===== src/rtl/ALUOp_Mod.svh =====
// ALUOp operation-class encodings shared by the controller and the ALU control unit.
`ifndef ALUOP_MOD_SVH
`define ALUOP_MOD_SVH
`define ALUOp_WIRENUM 4
`define ALUOp_ADD  4'd0
`define ALUOp_ADDU 4'd1
`define ALUOp_SUB  4'd2
`define ALUOp_SLT  4'd3
`define ALUOp_SLTU 4'd4
`define ALUOp_AND  4'd5
`define ALUOp_OR   4'd6
`define ALUOp_XOR  4'd7
`define ALUOp_R    4'd8
`endif


===== src/rtl/mc_ctrl_pkg.sv =====
// Shared types and encodings for the multicycle controller: states, opcodes, mux selects.
package mc_ctrl_pkg;

  typedef enum logic [3:0] {
    S_FETCH    = 4'd0,
    S_DECODE   = 4'd1,
    S_EXEC_R   = 4'd2,
    S_EXEC_I   = 4'd3,
    S_WB_ALU   = 4'd4,
    S_MEM_ADDR = 4'd5,
    S_MEM_RD   = 4'd6,
    S_MEM_WR   = 4'd7,
    S_WB_MEM   = 4'd8,
    S_BRANCH   = 4'd9,
    S_JUMP     = 4'd10
  } state_e;

  typedef enum logic [3:0] {
    CLS_R, CLS_I, CLS_LW, CLS_SW, CLS_BEQ, CLS_BNE, CLS_J, CLS_JAL, CLS_ILL
  } iclass_e;

  localparam logic [5:0] OP_RTYPE = 6'b000000;
  localparam logic [5:0] OP_ADDI  = 6'b001000;
  localparam logic [5:0] OP_ADDIU = 6'b001001;
  localparam logic [5:0] OP_SLTI  = 6'b001010;
  localparam logic [5:0] OP_SLTIU = 6'b001011;
  localparam logic [5:0] OP_ANDI  = 6'b001100;
  localparam logic [5:0] OP_ORI   = 6'b001101;
  localparam logic [5:0] OP_XORI  = 6'b001110;
  localparam logic [5:0] OP_LW    = 6'b100011;
  localparam logic [5:0] OP_SW    = 6'b101011;
  localparam logic [5:0] OP_BEQ   = 6'b000100;
  localparam logic [5:0] OP_BNE   = 6'b000101;
  localparam logic [5:0] OP_J     = 6'b000010;
  localparam logic [5:0] OP_JAL   = 6'b000011;

  localparam logic [1:0] REGDST_RT   = 2'b00;
  localparam logic [1:0] REGDST_RD   = 2'b01;
  localparam logic [1:0] REGDST_R31  = 2'b10;

  localparam logic [1:0] MEMTOREG_ALU = 2'b00;
  localparam logic [1:0] MEMTOREG_MDR = 2'b01;
  localparam logic [1:0] MEMTOREG_PC  = 2'b10;

  localparam logic [1:0] ALUSRCB_RT    = 2'b00;
  localparam logic [1:0] ALUSRCB_FOUR  = 2'b01;
  localparam logic [1:0] ALUSRCB_IMM   = 2'b10;
  localparam logic [1:0] ALUSRCB_BROFF = 2'b11;

  localparam logic [1:0] PCSRC_ALU    = 2'b00;
  localparam logic [1:0] PCSRC_ALUOUT = 2'b01;
  localparam logic [1:0] PCSRC_JUMP   = 2'b10;

endpackage


===== src/rtl/mc_opdecode.sv =====
// Opcode classifier: instruction class plus the ALUOp/extension choice for I-type ALU ops.
`include "ALUOp_Mod.svh"

module mc_opdecode
  import mc_ctrl_pkg::*;
(
  input  logic [5:0]                i_opcode,
  output iclass_e                   o_class,
  output logic [`ALUOp_WIRENUM-1:0] o_i_aluop,
  output logic                      o_extop
);

  always_comb begin
    o_class   = CLS_ILL;
    o_i_aluop = `ALUOp_ADD;
    o_extop   = 1'b1;
    case (i_opcode)
      OP_RTYPE: o_class = CLS_R;
      OP_ADDI:  begin o_class = CLS_I; o_i_aluop = `ALUOp_ADD;  end
      OP_ADDIU: begin o_class = CLS_I; o_i_aluop = `ALUOp_ADDU; end
      OP_SLTI:  begin o_class = CLS_I; o_i_aluop = `ALUOp_SLT;  end
      OP_SLTIU: begin o_class = CLS_I; o_i_aluop = `ALUOp_SLTU; end
      // Logical immediates are zero-extended.
      OP_ANDI:  begin o_class = CLS_I; o_i_aluop = `ALUOp_AND; o_extop = 1'b0; end
      OP_ORI:   begin o_class = CLS_I; o_i_aluop = `ALUOp_OR;  o_extop = 1'b0; end
      OP_XORI:  begin o_class = CLS_I; o_i_aluop = `ALUOp_XOR; o_extop = 1'b0; end
      OP_LW:    o_class = CLS_LW;
      OP_SW:    o_class = CLS_SW;
      OP_BEQ:   o_class = CLS_BEQ;
      OP_BNE:   o_class = CLS_BNE;
      OP_J:     o_class = CLS_J;
      OP_JAL:   o_class = CLS_JAL;
      default:  o_class = CLS_ILL;
    endcase
  end

endmodule


===== src/rtl/multicycle_ctrl.sv =====
// Multicycle MIPS-style main controller: registered state, combinational control outputs.
`include "ALUOp_Mod.svh"

module multicycle_ctrl
  import mc_ctrl_pkg::*;
(
  input  logic                      clk,
  input  logic                      rst_n,
  input  logic [5:0]                opcode,
  input  logic                      zero,
  input  logic                      mem_ready,
  output logic                      PCWr,
  output logic                      IRWr,
  output logic                      IorD,
  output logic                      MemRd,
  output logic                      MemWr,
  output logic                      RegWr,
  output logic [1:0]                RegDst,
  output logic [1:0]                MemtoReg,
  output logic                      ALUSrcA,
  output logic [1:0]                ALUSrcB,
  output logic [`ALUOp_WIRENUM-1:0] ALUOp,
  output logic [1:0]                PCSrc,
  output logic                      ExtOp,
  output logic                      illegal,
  output state_e                    o_dbg_state
);

  state_e                    r_state;
  state_e                    w_next;
  logic                      r_wb_rd;
  iclass_e                   w_class;
  logic [`ALUOp_WIRENUM-1:0] w_i_aluop;
  logic                      w_i_extop;
  logic                      w_pcwr, w_irwr, w_memrd, w_memwr, w_regwr, w_illegal;

  mc_opdecode u_opdecode (
    .i_opcode  (opcode),
    .o_class   (w_class),
    .o_i_aluop (w_i_aluop),
    .o_extop   (w_i_extop)
  );

  // r_wb_rd remembers R vs I so WB_ALU does not depend on opcode still being held.
  always_ff @(posedge clk or negedge rst_n) begin
    if (!rst_n) begin
      r_state <= S_FETCH;
      r_wb_rd <= 1'b0;
    end else begin
      r_state <= w_next;
      if (r_state == S_DECODE) r_wb_rd <= (w_class == CLS_R);
    end
  end

  always_comb begin
    w_next    = r_state;
    w_pcwr    = 1'b0;
    w_irwr    = 1'b0;
    w_memrd   = 1'b0;
    w_memwr   = 1'b0;
    w_regwr   = 1'b0;
    w_illegal = 1'b0;
    IorD      = 1'b0;
    RegDst    = REGDST_RT;
    MemtoReg  = MEMTOREG_ALU;
    ALUSrcA   = 1'b0;
    ALUSrcB   = ALUSRCB_RT;
    ALUOp     = `ALUOp_ADD;
    PCSrc     = PCSRC_ALU;
    ExtOp     = 1'b0;
    case (r_state)
      S_FETCH: begin
        w_memrd = 1'b1;
        ALUSrcB = ALUSRCB_FOUR;
        ALUOp   = `ALUOp_ADDU;
        if (mem_ready) begin
          w_irwr = 1'b1;
          w_pcwr = 1'b1;
          w_next = S_DECODE;
        end
      end
      S_DECODE: begin
        ALUSrcB = ALUSRCB_BROFF;
        case (w_class)
          CLS_R:            w_next = S_EXEC_R;
          CLS_I:            w_next = S_EXEC_I;
          CLS_LW, CLS_SW:   w_next = S_MEM_ADDR;
          CLS_BEQ, CLS_BNE: w_next = S_BRANCH;
          CLS_J, CLS_JAL:   w_next = S_JUMP;
          default: begin
            w_next    = S_FETCH;
            w_illegal = 1'b1;
          end
        endcase
      end
      S_EXEC_R: begin
        ALUSrcA = 1'b1;
        ALUOp   = `ALUOp_R;
        w_next  = S_WB_ALU;
      end
      S_EXEC_I: begin
        ALUSrcA = 1'b1;
        ALUSrcB = ALUSRCB_IMM;
        ALUOp   = w_i_aluop;
        ExtOp   = w_i_extop;
        w_next  = S_WB_ALU;
      end
      S_WB_ALU: begin
        w_regwr = 1'b1;
        RegDst  = r_wb_rd ? REGDST_RD : REGDST_RT;
        w_next  = S_FETCH;
      end
      S_MEM_ADDR: begin
        ALUSrcA = 1'b1;
        ALUSrcB = ALUSRCB_IMM;
        ExtOp   = 1'b1;
        w_next  = (w_class == CLS_LW) ? S_MEM_RD : S_MEM_WR;
      end
      S_MEM_RD: begin
        IorD    = 1'b1;
        w_memrd = 1'b1;
        if (mem_ready) w_next = S_WB_MEM;
      end
      S_WB_MEM: begin
        w_regwr  = 1'b1;
        MemtoReg = MEMTOREG_MDR;
        w_next   = S_FETCH;
      end
      S_MEM_WR: begin
        IorD    = 1'b1;
        w_memwr = 1'b1;
        if (mem_ready) w_next = S_FETCH;
      end
      S_BRANCH: begin
        ALUSrcA = 1'b1;
        ALUOp   = `ALUOp_SUB;
        PCSrc   = PCSRC_ALUOUT;
        w_pcwr  = (w_class == CLS_BNE) ? ~zero : zero;
        w_next  = S_FETCH;
      end
      S_JUMP: begin
        PCSrc  = PCSRC_JUMP;
        w_pcwr = 1'b1;
        if (w_class == CLS_JAL) begin
          w_regwr  = 1'b1;
          RegDst   = REGDST_R31;
          MemtoReg = MEMTOREG_PC;
        end
        w_next = S_FETCH;
      end
      default: w_next = S_FETCH;
    endcase
  end

  // Reset parks the FSM in FETCH, whose MemRd must still be suppressed while rst_n is low.
  assign PCWr        = w_pcwr    & rst_n;
  assign IRWr        = w_irwr    & rst_n;
  assign MemRd       = w_memrd   & rst_n;
  assign MemWr       = w_memwr   & rst_n;
  assign RegWr       = w_regwr   & rst_n;
  assign illegal     = w_illegal & rst_n;
  assign o_dbg_state = r_state;

endmodule


===== config.mk =====
export PLATFORM = sky130hd
export DESIGN_NAME = multicycle_ctrl
export DESIGN_NICKNAME = d
export VERILOG_FILES = /design/src/rtl/mc_ctrl_pkg.sv /design/src/rtl/mc_opdecode.sv /design/src/rtl/multicycle_ctrl.sv
export VERILOG_INCLUDE_DIRS = /design/src /design/src/rtl
export SDC_FILE = /design/constraint.sdc
export NUM_CORES = 1
export LEC_CHECK = 0
export BUFFER_PORTS_ARGS = -buffer_cell sky130_fd_sc_hd__clkbuf_2
export CORE_MARGIN = 2
export CORE_UTILIZATION = 40
export CTS_CLUSTER_DIAMETER = 80
export CTS_CLUSTER_SIZE = 16
export DETAILED_ROUTE_END_ITERATION = 7
export HOLD_SLACK_MARGIN = 0.06
export MAX_ROUTING_LAYER = met4
export PLACE_DENSITY = 0.74
export SYNTH_ARGS = -nofsm -noshare
export SYNTH_HDL_FRONTEND = slang
export SYNTH_SLANG_ARGS = --single-unit

===== constraint.sdc =====
create_clock -name clk -period 1.7 [get_ports clk]
set_input_delay 0.17 -clock clk [delete_from_list [all_inputs] [get_ports clk]]
set_output_delay 0.17 -clock clk [all_outputs]
set_load 0.03 [all_outputs]

== Yosys cells after proc, flatten, opt, wreduce, memory -nomap -nowiden ==
Cells that the tools add are included.

* Bits in read-only memories: 0
* Bits of input ports: 10
* Memory bits (writable): 0
* Bits in latches: 0
* Memories kept: 0
* Word-level logic and storage cells: 87
* Register bits after elaboration: 5

* $add $sub $neg: 0
* Div/mod/pow operators: 0
* Eq/ne operators: 33
* Bitwise operators: 7
* Shift operators: 0
* Multiplexer cells: 29
* $lt $le $gt $ge: 0
* Reduce and logical (&&, ||, !) cells: 16
* Multipliers: 0

{| class="wikitable"
|+ Operator list
! kind !! count
|-
| 6-bit by 4-bit == test with 1-bit output (second input constant) || 7
|-
| 4-bit by 3-bit == test with 1-bit output (second input constant) || 8
|-
| 4-bit one-hot mux with 8 select lines || 1
|-
| 4-bit one-hot mux with 6 select lines || 1
|-
| 4-bit one-hot mux with 5 select lines || 1
|-
| 3-bit one-hot mux with 6 select lines || 1
|-
| 4-bit by 2-bit == test with 1-bit output (second input constant) || 4
|-
| 4-bit one-hot mux with 4 select lines || 1
|-
| 2-bit OR reduction || 8
|-
| 1-bit 2-to-1 mux || 13
|-
| 4-bit == test (second input constant) || 3
|-
| 6-bit by 2-bit == test with 1-bit output (second input constant) || 2
|-
| 6-bit by 3-bit == test with 1-bit output (second input constant) || 2
|-
| 6-bit == test (second input constant) || 2
|-
| 4-bit 2-to-1 mux || 3
|-
| 2-bit one-hot mux with 2 select lines || 3
|-
| 4-bit by 1-bit == test with 1-bit output (second input constant) || 2
|-
| 4-bit logical NOT || 2
|-
| 8-bit OR reduction || 1
|-
| 7-bit OR reduction || 1
|-
| 1-bit AND || 6
|-
| 6-bit logical NOT || 1
|-
| 2-bit != test (second input constant) || 3
|-
| 2-bit one-hot mux with 3 select lines || 1
|-
| 7 further kinds || 8
|}

== Logic depth before layout (Yosys ltp) ==
Gate-level depths: netlist of the first run.

* Depth after elaboration: 8
* Gate-level depth with buffers: 6
* Gate-level depth less buffers: 5

== Hierarchy ==
From an unflattened synthesis of the first run, not the netlist that was laid out.

* Cells, all modules: 126
* Area, all modules: 922.1 um^2

{| class="wikitable"
|+ Modules (own cells, without submodules)
! module !! times used !! cells each !! area each (um^2) !! sequential area each (um^2)
|-
| multicycle_ctrl || 1 || 92 || 710.7 || 125.1
|-
| mc_opdecode || 1 || 34 || 211.5 || 0.0
|}

== Worst setup path after synthesis of the first run ==
Ideal clock, no wire load.

* Path kind: register to output
* Start point: register r_state[2] (netlist: o_dbg_state[2])
* End point: output port RegWr
* Arrival: 2.136 ns
* Buffers on the path: 1
* Setup slack: -0.606 ns
* Data required time: 1.530 ns
* Cell stages (with the launch flop): 7
* Cells stage by stage: dfrtp_1 clkbuf_2 inv_1 nand2_1 nor2_1 and3_1 o21a_1

* Word-level cells in the longest chain between the ends: 4

{| class="wikitable"
|+ RTL lines
! element !! line !! RTL
|-
| from (decl) || multicycle_ctrl.sv:29 || <nowiki>state_e r_state;</nowiki>
|-
| from (signal assigned) || multicycle_ctrl.sv:50 || <nowiki>r_state <= w_next;</nowiki>
|-
| 4-bit == test or 4-bit by 3-bit == test with 1-bit output (tied branches) || multicycle_ctrl.sv:71 || <nowiki>case (r_state)</nowiki>
|-
| 2-bit OR reduction (no line) || n/a ||
|-
| 1-bit one-hot mux with 2 select lines (*) || multicycle_ctrl.sv:71 ||
|-
| 1-bit AND (*) || multicycle_ctrl.sv:160 || <nowiki>assign RegWr = w_regwr & rst_n;</nowiki>
|-
| to (decl) || multicycle_ctrl.sv:17 || <nowiki>output logic RegWr,</nowiki>
|}

Every way passes the cells marked *; elsewhere a longest branch is shown, timed or not.

== Worst setup path in the final report of the first run ==
* Start point: register r_state[3] (netlist: o_dbg_state[3])
* End point: output port ExtOp

* Word-level cells in the longest chain between the ends: 2

{| class="wikitable"
|+ RTL lines
! element !! line !! RTL
|-
| 4-bit by 3-bit == test with 1-bit output or 4-bit by 2-bit == test with 1-bit output (tied branches) || multicycle_ctrl.sv:71 ||
|-
| 1-bit one-hot mux with 2 select lines (*) || multicycle_ctrl.sv:71 ||
|-
| to (decl) || multicycle_ctrl.sv:24 || <nowiki>output logic ExtOp,</nowiki>
|}

Marked as above.

==> results of run 1 <==
[cell families after synthesis]
family,after synthesis
DFF,5
and+or+nand+nor,58
muxes,1
buffers and inverters,14
xor gates and xnor gates,3
AOI/OAI and AO/OA,30
adders and majority gates,1
[power groups by stage]
stage,Combinational (W),Clock (W),Sequential (W)
after floorplan,0.000865,0,0.000278
after global placement,0.00127,0,0.000242
after detailed placement,0.00129,0,0.000243
after CTS,0.00139,0.000140,0.000254
after global routing,0.00161,0.000154,0.000256
final,0.00150,0.000140,0.000249
[final cells by class]
type	count	area [um2]	share of cell area, %
tap	25	31.3	2.64
inverter	5	18.8	1.58
sequential	5	130	11.0
timing repair buffer	54	343	28.9
clock buffer	4	26.3	2.22
multi-input combinational	93	637	53.7
[registers in the layout, indices dropped and copies added, names as in the netlist]
register	cells
r_wb_rd	1
o_dbg_state	4
[per-stage QoR]
stage	cells	worst slack, ns	area [um2]	hold slack (ns)
2_1_floorplan	112	-0.237	802	-0.126
3_3_place_gp	174	0.189	1040	0.0441
3_5_place_dp	174	0.162	1040	0.0393
4_1_cts	182	-0.0104	1130	0.244
5_1_grt	186	-0.0196	1190	0.256
6_report	186	0.0463	1190	0.244
[repair_timing]
| action | 4_1_cts | 5_1_grt |
|---|---|---|
| gates cloned | 0 | 0 |
| setup endpoints to repair | 5 | 8 |
| setup buffers | 3 | 4 |
| hold buffers | 1 | 0 |
| hold endpoints to repair | 5 | 0 |
| pin swaps | 1 | 0 |
| gates resized for setup | 10 | 23 |
[layer usage]
metal / vias up / GRT usage [%] / part of all wire (%)
met5: - / - / 0
met4: 0 / 9.73 / 2.2
met3: 11 / 4.15 / 5.8
li1: 504 / - / -
met2: 52 / 40.3 / 50
met1: 487 / 32.1 / 42
[Yosys cell counts, types with 2 or more instances]
cell / n / area (um2)
dfrtp_1: 5 / 125
and4_1: 2 / 17.5
nor2_1: 13 / 48.8
nor2b_1: 4 / 25.0
xor2_1: 3 / 26.3
and3_1: 2 / 12.5
o21ai_1: 2 / 10.0
o211ai_1: 2 / 15.0
buf_1: 2 / 7.51
buf_2: 2 / 10.0
nor3_1: 5 / 25.0
a21oi_1: 7 / 35.0
o21ai_0: 8 / 40.0
nand3_1: 3 / 15.0
nand2_1: 14 / 52.6
clkbuf_1: 2 / 7.51
inv_1: 5 / 18.8
nand2b_1: 5 / 31.3
[worst max-delay path by stage]
| stage | to | slack, ns | depth (start not counted) |
|---|---|---|---|
| global route | PCWr | -0.02 | 5 |
| global placement | illegal | 0.19 | 6 |
| finish | ExtOp | 0.05 | 5 |
| CTS | PCWr | -0.01 | 5 |
| floorplan | ALUOp[0] | -0.24 | 3 |
| detailed placement | RegWr | 0.16 | 5 |
[worst max-delay path, stage by stage (launching register included)]
cell	delay [ns]
dfrtp_2	0.46
buf_4	0.16
buf_4	0.14
nand2b_1	0.15
a21oi_1	0.11
clkbuf_2	0.22
[cells in the final DEF (no fill, tap or decap), types with 2 or more instances in the layout]
cell and n:
and4_1 2, a21oi_1 7, o21ai_1 5, nor2b_2 2, nand2b_4 2, nand2_1 13
nand2_2 2, clkbuf_4 4, nor3_1 2, clkbuf_2 24, xor2_1 3, inv_1 4
nor3_2 3, buf_2 5, dfrtp_2 4, o211ai_1 2, buf_4 21, buf_6 2
o21ai_0 5, nand3_1 3, nand2b_1 3, nor2_1 11, nor2b_1 2
==> results.md, run 1 <==
* Outcome: complete, no violations
* Reg power frac at 13.2%
* Critical Path Fanout Max at 8
* Final hold violation count at 0
* Vias/cell at 5.67
* Worst setup path startpoint: o_dbg_state[3]
* DR iter-0 viols at 43
* Seq/Total Area, Yosys at 16.3%
* Crit end category: output port
* Reg2Reg Setup Slack at 0.32 ns
* DR vias at 1054
* Pins Over Slew Limit at 0
* Die H at 47.8 um
* Net Sw Frac at 55.5%
* Simple-Gate Fraction of Synth Area at 41.5%
* CP Launch Type: flop
* NetSw at 0.00105 W
* Async set-reset flop share out of synthesis at 100%
* Initial antenna violation count at 0
* Area growth from synthesis to layout at 54.9%
* Pwr Density at 1590 mW/mm2
* Reg2reg end: o_dbg_state[0]
* Final setup TNS at 0 ns
* Post-Synth Adder-Cell Area at 1.31%
* Complex-gate fraction of the synthesized area at 27.3%
* Worst EP required at 1.53 ns
* Share of cells above drive strength 1 at 49.7%
* Starting Density at 43.4%
* Portion of netlist area occupied by mux cells at 1.31%
* Comb power frac at 79.4%
* Largest net degree at the start of global routing at 14
* Core Area at 0.00176 mm2
* Cell internal pwr at 0.000841 W
* Synth Area per Inst at 6.84 um2
* Clk_skew at 0.00579 ns
* Yosys reg bits at 5
* Largest family of logic cells by synthesized area: simple AND/OR/NAND/NOR gates
* Crit share post-route at 97.3%
* Path depth of the worst reg2reg path at 4
* Clock sinks at 5
* Post-Syn Area at 766 um2
* DP Wirelength at 1920 um
* Final wirelength at 2720 um
* Worst Hold Depth at 2
* Vias in the first global route at 879
* First-pass GRT wire length at 3920 um
* Port bufs at 34
* Critical path class: reg2out
* Antenna Nets Post-Route at 0
* Max Cap Violations at 0
* Die area at 0.00228 mm2
* CTS buffer count at 3
* Fill cells at 155
* YS warnings at 0
* DR pass1 iterations at 4
* Peak supply drop at 1140 uV
* Critical Path AT at 1.48 ns
* I/O pins at 35
* Hold Path Class: in2reg
* Grt total ovfl at 0
* Nets at 172
* Clock latency at the later pin of the worst-skew pair at 0.24 ns
* Die X at 47.8 um
* Hold EP: o_dbg_state[2]
* Syn Nets at 122
* Number of library cell types mapped by synthesis at 44
* Post-synthesis xor/xnor area fraction at 3.43%
* # setup viols final at 0
* Clock network fraction of total power at 7.4%
* Worst-Margin Slew at 0.472 ns
* Cells after Synth at 112
* LEAKAGE at 0.581 nW
* Reg clk slew, reported paths at 0.05 ns
* Row count at 15
* Top FF cell, synth: dfrtp_1
* Post-synth EDFFs at 0
* DR WL/cell at 14.6 um
* Hold_sp: mem_ready
* Worst-case headroom to the max-slew limit at 68.1%
* Final Critical Period at 1.65 ns
* Routability Congestion at 0.916
* Fmax at 0.605 GHz
* R2r startpoint: o_dbg_state[1]
* Ant. Diodes at 0
* CTS tree: done
* Post-route DRC violation count at 0
* Root buffer cell: clkbuf_4
* Post-layout util at 67.2%
* CTS H-Tree Depth at 1
* Clock Path Buffers at 2
* Total power draw at 0.00189 W
* Total track usage at 25.4%
(Power assumes the default switching activity.)
==> run 2: changes to the inputs <==
- PLACE_DENSITY: 0.74 -> 0.71
- SYNTH_HIERARCHICAL: not set -> 1
==> run 2 against run 1 <==
- the run now ends with setup timing left
- die area rose by 19%
- clock skew fell by 0.0049 ns
- design area rose by 36%
- sequential power fell by 5%
- core utilization rose by 6.6 points
- largest cell class unchanged
- largest power group unchanged
==> results.md, run 2 <==
* Critical Path Max Stage Delay at 0.40 ns (-0.06 ns)
* CTS tree: done
* Routability Congestion at 0.857 (-6.5%)
* Share of cells above drive strength 1 at 58.4% (+8.7 points)
* LEAKAGE at 0.718 nW (+23%)
* Synth Area per Inst at 7.32 um2 (+7.0%)
* Reg2reg end: o_dbg_state[0]
* Final wirelength at 3100 um (+14%)
* Pwr Density at 1040 mW/mm2 (-35%)
* Pins Over Slew Limit at 0 (unchanged)
* Hold Path Class: in2reg
* Storage element area at 129 um2 (-0.96%)
* Critical Path Fanout Max at 7 (-1)
* Post-synth EDFFs at 0 (unchanged)
* Top-count cell post-synth: nand2_1
* Clock network fraction of total power at 8.4% (+1.0 points)
* Crit end category: output port
* Starting Density at 42.1% (-1.3 points)
* YS warnings at 6 (+6)
* Post-DP Area at 0.00128 mm2 (+23%)
* Die H at 52.0 um (+8.9%)
* Vias/cell at 5.49 (-3.1%)
* Fill cells at 170 (+9.7%)
* Net Sw Frac at 52.0% (-3.5 points)
* Critical Path AT at 1.67 ns (+0.19 ns)
* Worst EP required at 1.53 ns (about the same)
* Initial antenna violation count at 0 (unchanged)
* Area growth from synthesis to layout at 75.4%
* Total track usage at 23.6% (-1.8 points)
* Commonest cells after routing, fill and taps aside: buf_4, clkbuf_2, nand2_1
* Core Area at 0.00219 mm2 (+24%)
* Post-layout util at 73.8% (+6.6 points)
* Failing checks: setup timing
* Worst Hold Depth at 3 (+1)
* Post-route DRC violation count at 0 (unchanged)
* Number of library cell types mapped by synthesis at 48 (+9.1%)
* # setup viols final at 4 (+4)
* Crit share post-route at 108% (+11 points)
* Top cells by count, synth: nand2_1, nor2_1, a21oi_1
* Final Critical Period at 1.84 ns (+0.190 ns)
* Antenna Nets Post-Route at 0 (unchanged)
* Cells after Synth at 126 (+13%)
* Vias in the first global route at 1045 (+19%)
* First-pass GRT wire length at 4700 um (+20%)
* Multi-input gate area at 873 um2 (+37%)
* Hold_sp: mem_ready
* Row count at 17 (+2)
* Die X at 52.0 um (+8.9%)
* Post-Syn Area at 922 um2 (+20%)
* Crit path cell chain: clkbuf_4 > nor4_2 > nand4b_1 > buf_4 > nor4b_4 > clkbuf_8
* Fmax at 0.543 GHz (-10%)
* Top FF cell, synth: dfrtp_1
* Met3 routed WL at 118 um (-25%)
* CP Launch Type: input port
* Grt total ovfl at 0 (unchanged)
* RSZ-0062 raised after global routing: true
* CTS buffer count at 3 (unchanged)
* Reg2Reg Setup Slack at 0.16 ns (-0.16 ns)
* Max Cap Violations at 0 (unchanged)
* R2r startpoint: o_dbg_state[1]
* Reg power frac at 14.0% (+0.8 points)
* Critical path class: in2out
* CTS H-Tree Depth at 1 (unchanged)
* Met2 wire length at 1710 um (+27%)
* Syn Nets at 136 (+11%)
* DP Wirelength at 2040 um (+6.3%)
* Ant. Diodes at 0 (unchanged)
* DR pass1 iterations at 4 (unchanged)
* Clock latency at the later pin of the worst-skew pair at 0.25 ns (about the same)
* Commonest non-fill, non-tap cell in the layout: buf_4
* Comb power frac at 77.6% (-1.8 points)
* NetSw at 0.000877 W (-16%)
* Clock Path Buffers at 2 (unchanged)
* Outcome: finished, violations left
* Root buffer cell: clkbuf_4
* Final setup TNS at -0.380 ns (-0.380 ns)
* DR vias at 1170 (+11%)
* Slowest cell on crit path: nor4_2
* Top cells by area, synth: dfrtp_1, nand2_1, a21oi_1, buf_6, nor2_1
* Final hold violation count at 0 (unchanged)
* Path depth of the worst reg2reg path at 5 (+1)
* Clock sinks at 5 (unchanged)
* I/O pins at 35 (unchanged)
* DR iter-0 viols at 47 (+9.3%)
* Worst Path Buf+Inv at 3 (unchanged)
* Worst Slack Setup Final at -0.143 ns (-0.190 ns)
* Reg clk slew, reported paths at 0.04 ns (about the same)
* DR WL/cell at 14.5 um (-0.44%)
* Async set-reset flop share out of synthesis at 100% (unchanged)
* Highest Signal Layer: met4
* Largest net degree at the start of global routing at 15 (+1)
* Number of flip-flops in the largest register at 4 (unchanged)
* Hold EP: o_dbg_state[1]
* Post-route cell area at 0.00162 mm2 (+36%)
* Port bufs at 34 (unchanged)
* Nets at 196 (+14%)
* Clk_skew at 0.000846 ns (-0.00495 ns)
* Peak supply drop at 688 uV (-40%)
* Worst setup path startpoint: opcode[5]
* Yosys top cell by area: dfrtp_1
* CP delay by family, top: simple AND/OR/NAND/NOR gates
* Cell internal pwr at 0.000811 W (-3.6%)
* Share of Yosys cell area claimed by the top area cell type at 13.6% (-2.8 points)
* Yosys reg bits at 5 (unchanged)
* Seq/Total Area, Yosys at 13.6% (-2.8 points)
* Post-Route M1 WL at 1230 um (+7.0%)
* Die area at 0.00271 mm2 (+19%)
==> run 2: cell count changes after synthesis, sizes merged, moves of 3 or more <==
cell   before  now
o21ai      10    3
buf         6   11
nor4b       0    4
nor3b       1    5
xnor2       0    3
==> run 2: stage by stage <==
stage | hold WS [ns] | total power (W) | std cells | setup WS [ns]
floorplan | -0.126 | 0.00103 | 126 | -0.174
finish | 0.358 | 0.00169 | 213 | -0.143
detailed placement | 0.111 | 0.00133 | 197 | -0.263
CTS | 0.352 | 0.00158 | 209 | -0.113
global route | 0.376 | 0.00177 | 213 | -0.179
global placement | 0.113 | 0.00131 | 197 | -0.167
==> run 2: final cells by class <==
class	instances	share of cell area, %
clock buffer	4	1.62
timing repair buffer	69	33.3
sequential	5	7.97
tap	28	2.17
inverter	4	0.928
multi-input combinational	103	54.0
==> run 2: cell families after synthesis <==
| kind of cell | Yosys count | share of synthesized area, % |
|---|---|---|
| flip-flops | 5 | 13.6 |
| XOR/XNOR | 6 | 5.70 |
| AO/OA/AOI/OAI | 25 | 18.6 |
| AND/OR/NAND/NOR | 69 | 46.8 |
| other | 1 | 0.407 |
| buffers and inverters | 18 | 12.5 |
| multiplexers | 2 | 2.44 |
==> run 2: timing repair <==
action	in CTS	in global routing
gates resized for setup	29	32
hold endpoints to repair	5	0
pin swaps	4	10
setup buffers	7	5
hold buffers	1	0
endpoints found under the setup margin	10	10
==> run 2: worst max path at each step <==
stage	depth (start not counted)	endpoint	slack, ns
after floorplan	6	MemtoReg[1]	-0.17
after global placement	8	PCWr	-0.17
after detailed placement	8	RegDst[1]	-0.26
after CTS	8	MemtoReg[1]	-0.11
after global routing	6	RegDst[1]	-0.18
final	6	RegDst[1]	-0.14
==> run 2: power by group through the flow <==
| stage | registers, W | logic [W] | clock network, W |
|---|---|---|---|
| 2_1_floorplan | 0.000243 | 0.000785 | 0 |
| 3_3_place_gp | 0.000233 | 0.00107 | 0 |
| 3_5_place_dp | 0.000234 | 0.00109 | 0 |
| 6_report | 0.000236 | 0.00131 | 0.000142 |
| 5_1_grt | 0.000243 | 0.00138 | 0.000140 |
| 4_1_cts | 0.000228 | 0.00121 | 0.000140 |
==> run 2: routing by layer <==
metal	track usage, %	vias up
met2	45.1	42
met5	-	-
met3	0.575	5
li1	-	567
met4	7.46	0
met1	26.3	556
==> run 2: worst min-delay path, stage by stage <==
cell and delay, ns:
clkbuf_2 0.09, buf_4 0.15, o221ai_1 0.14
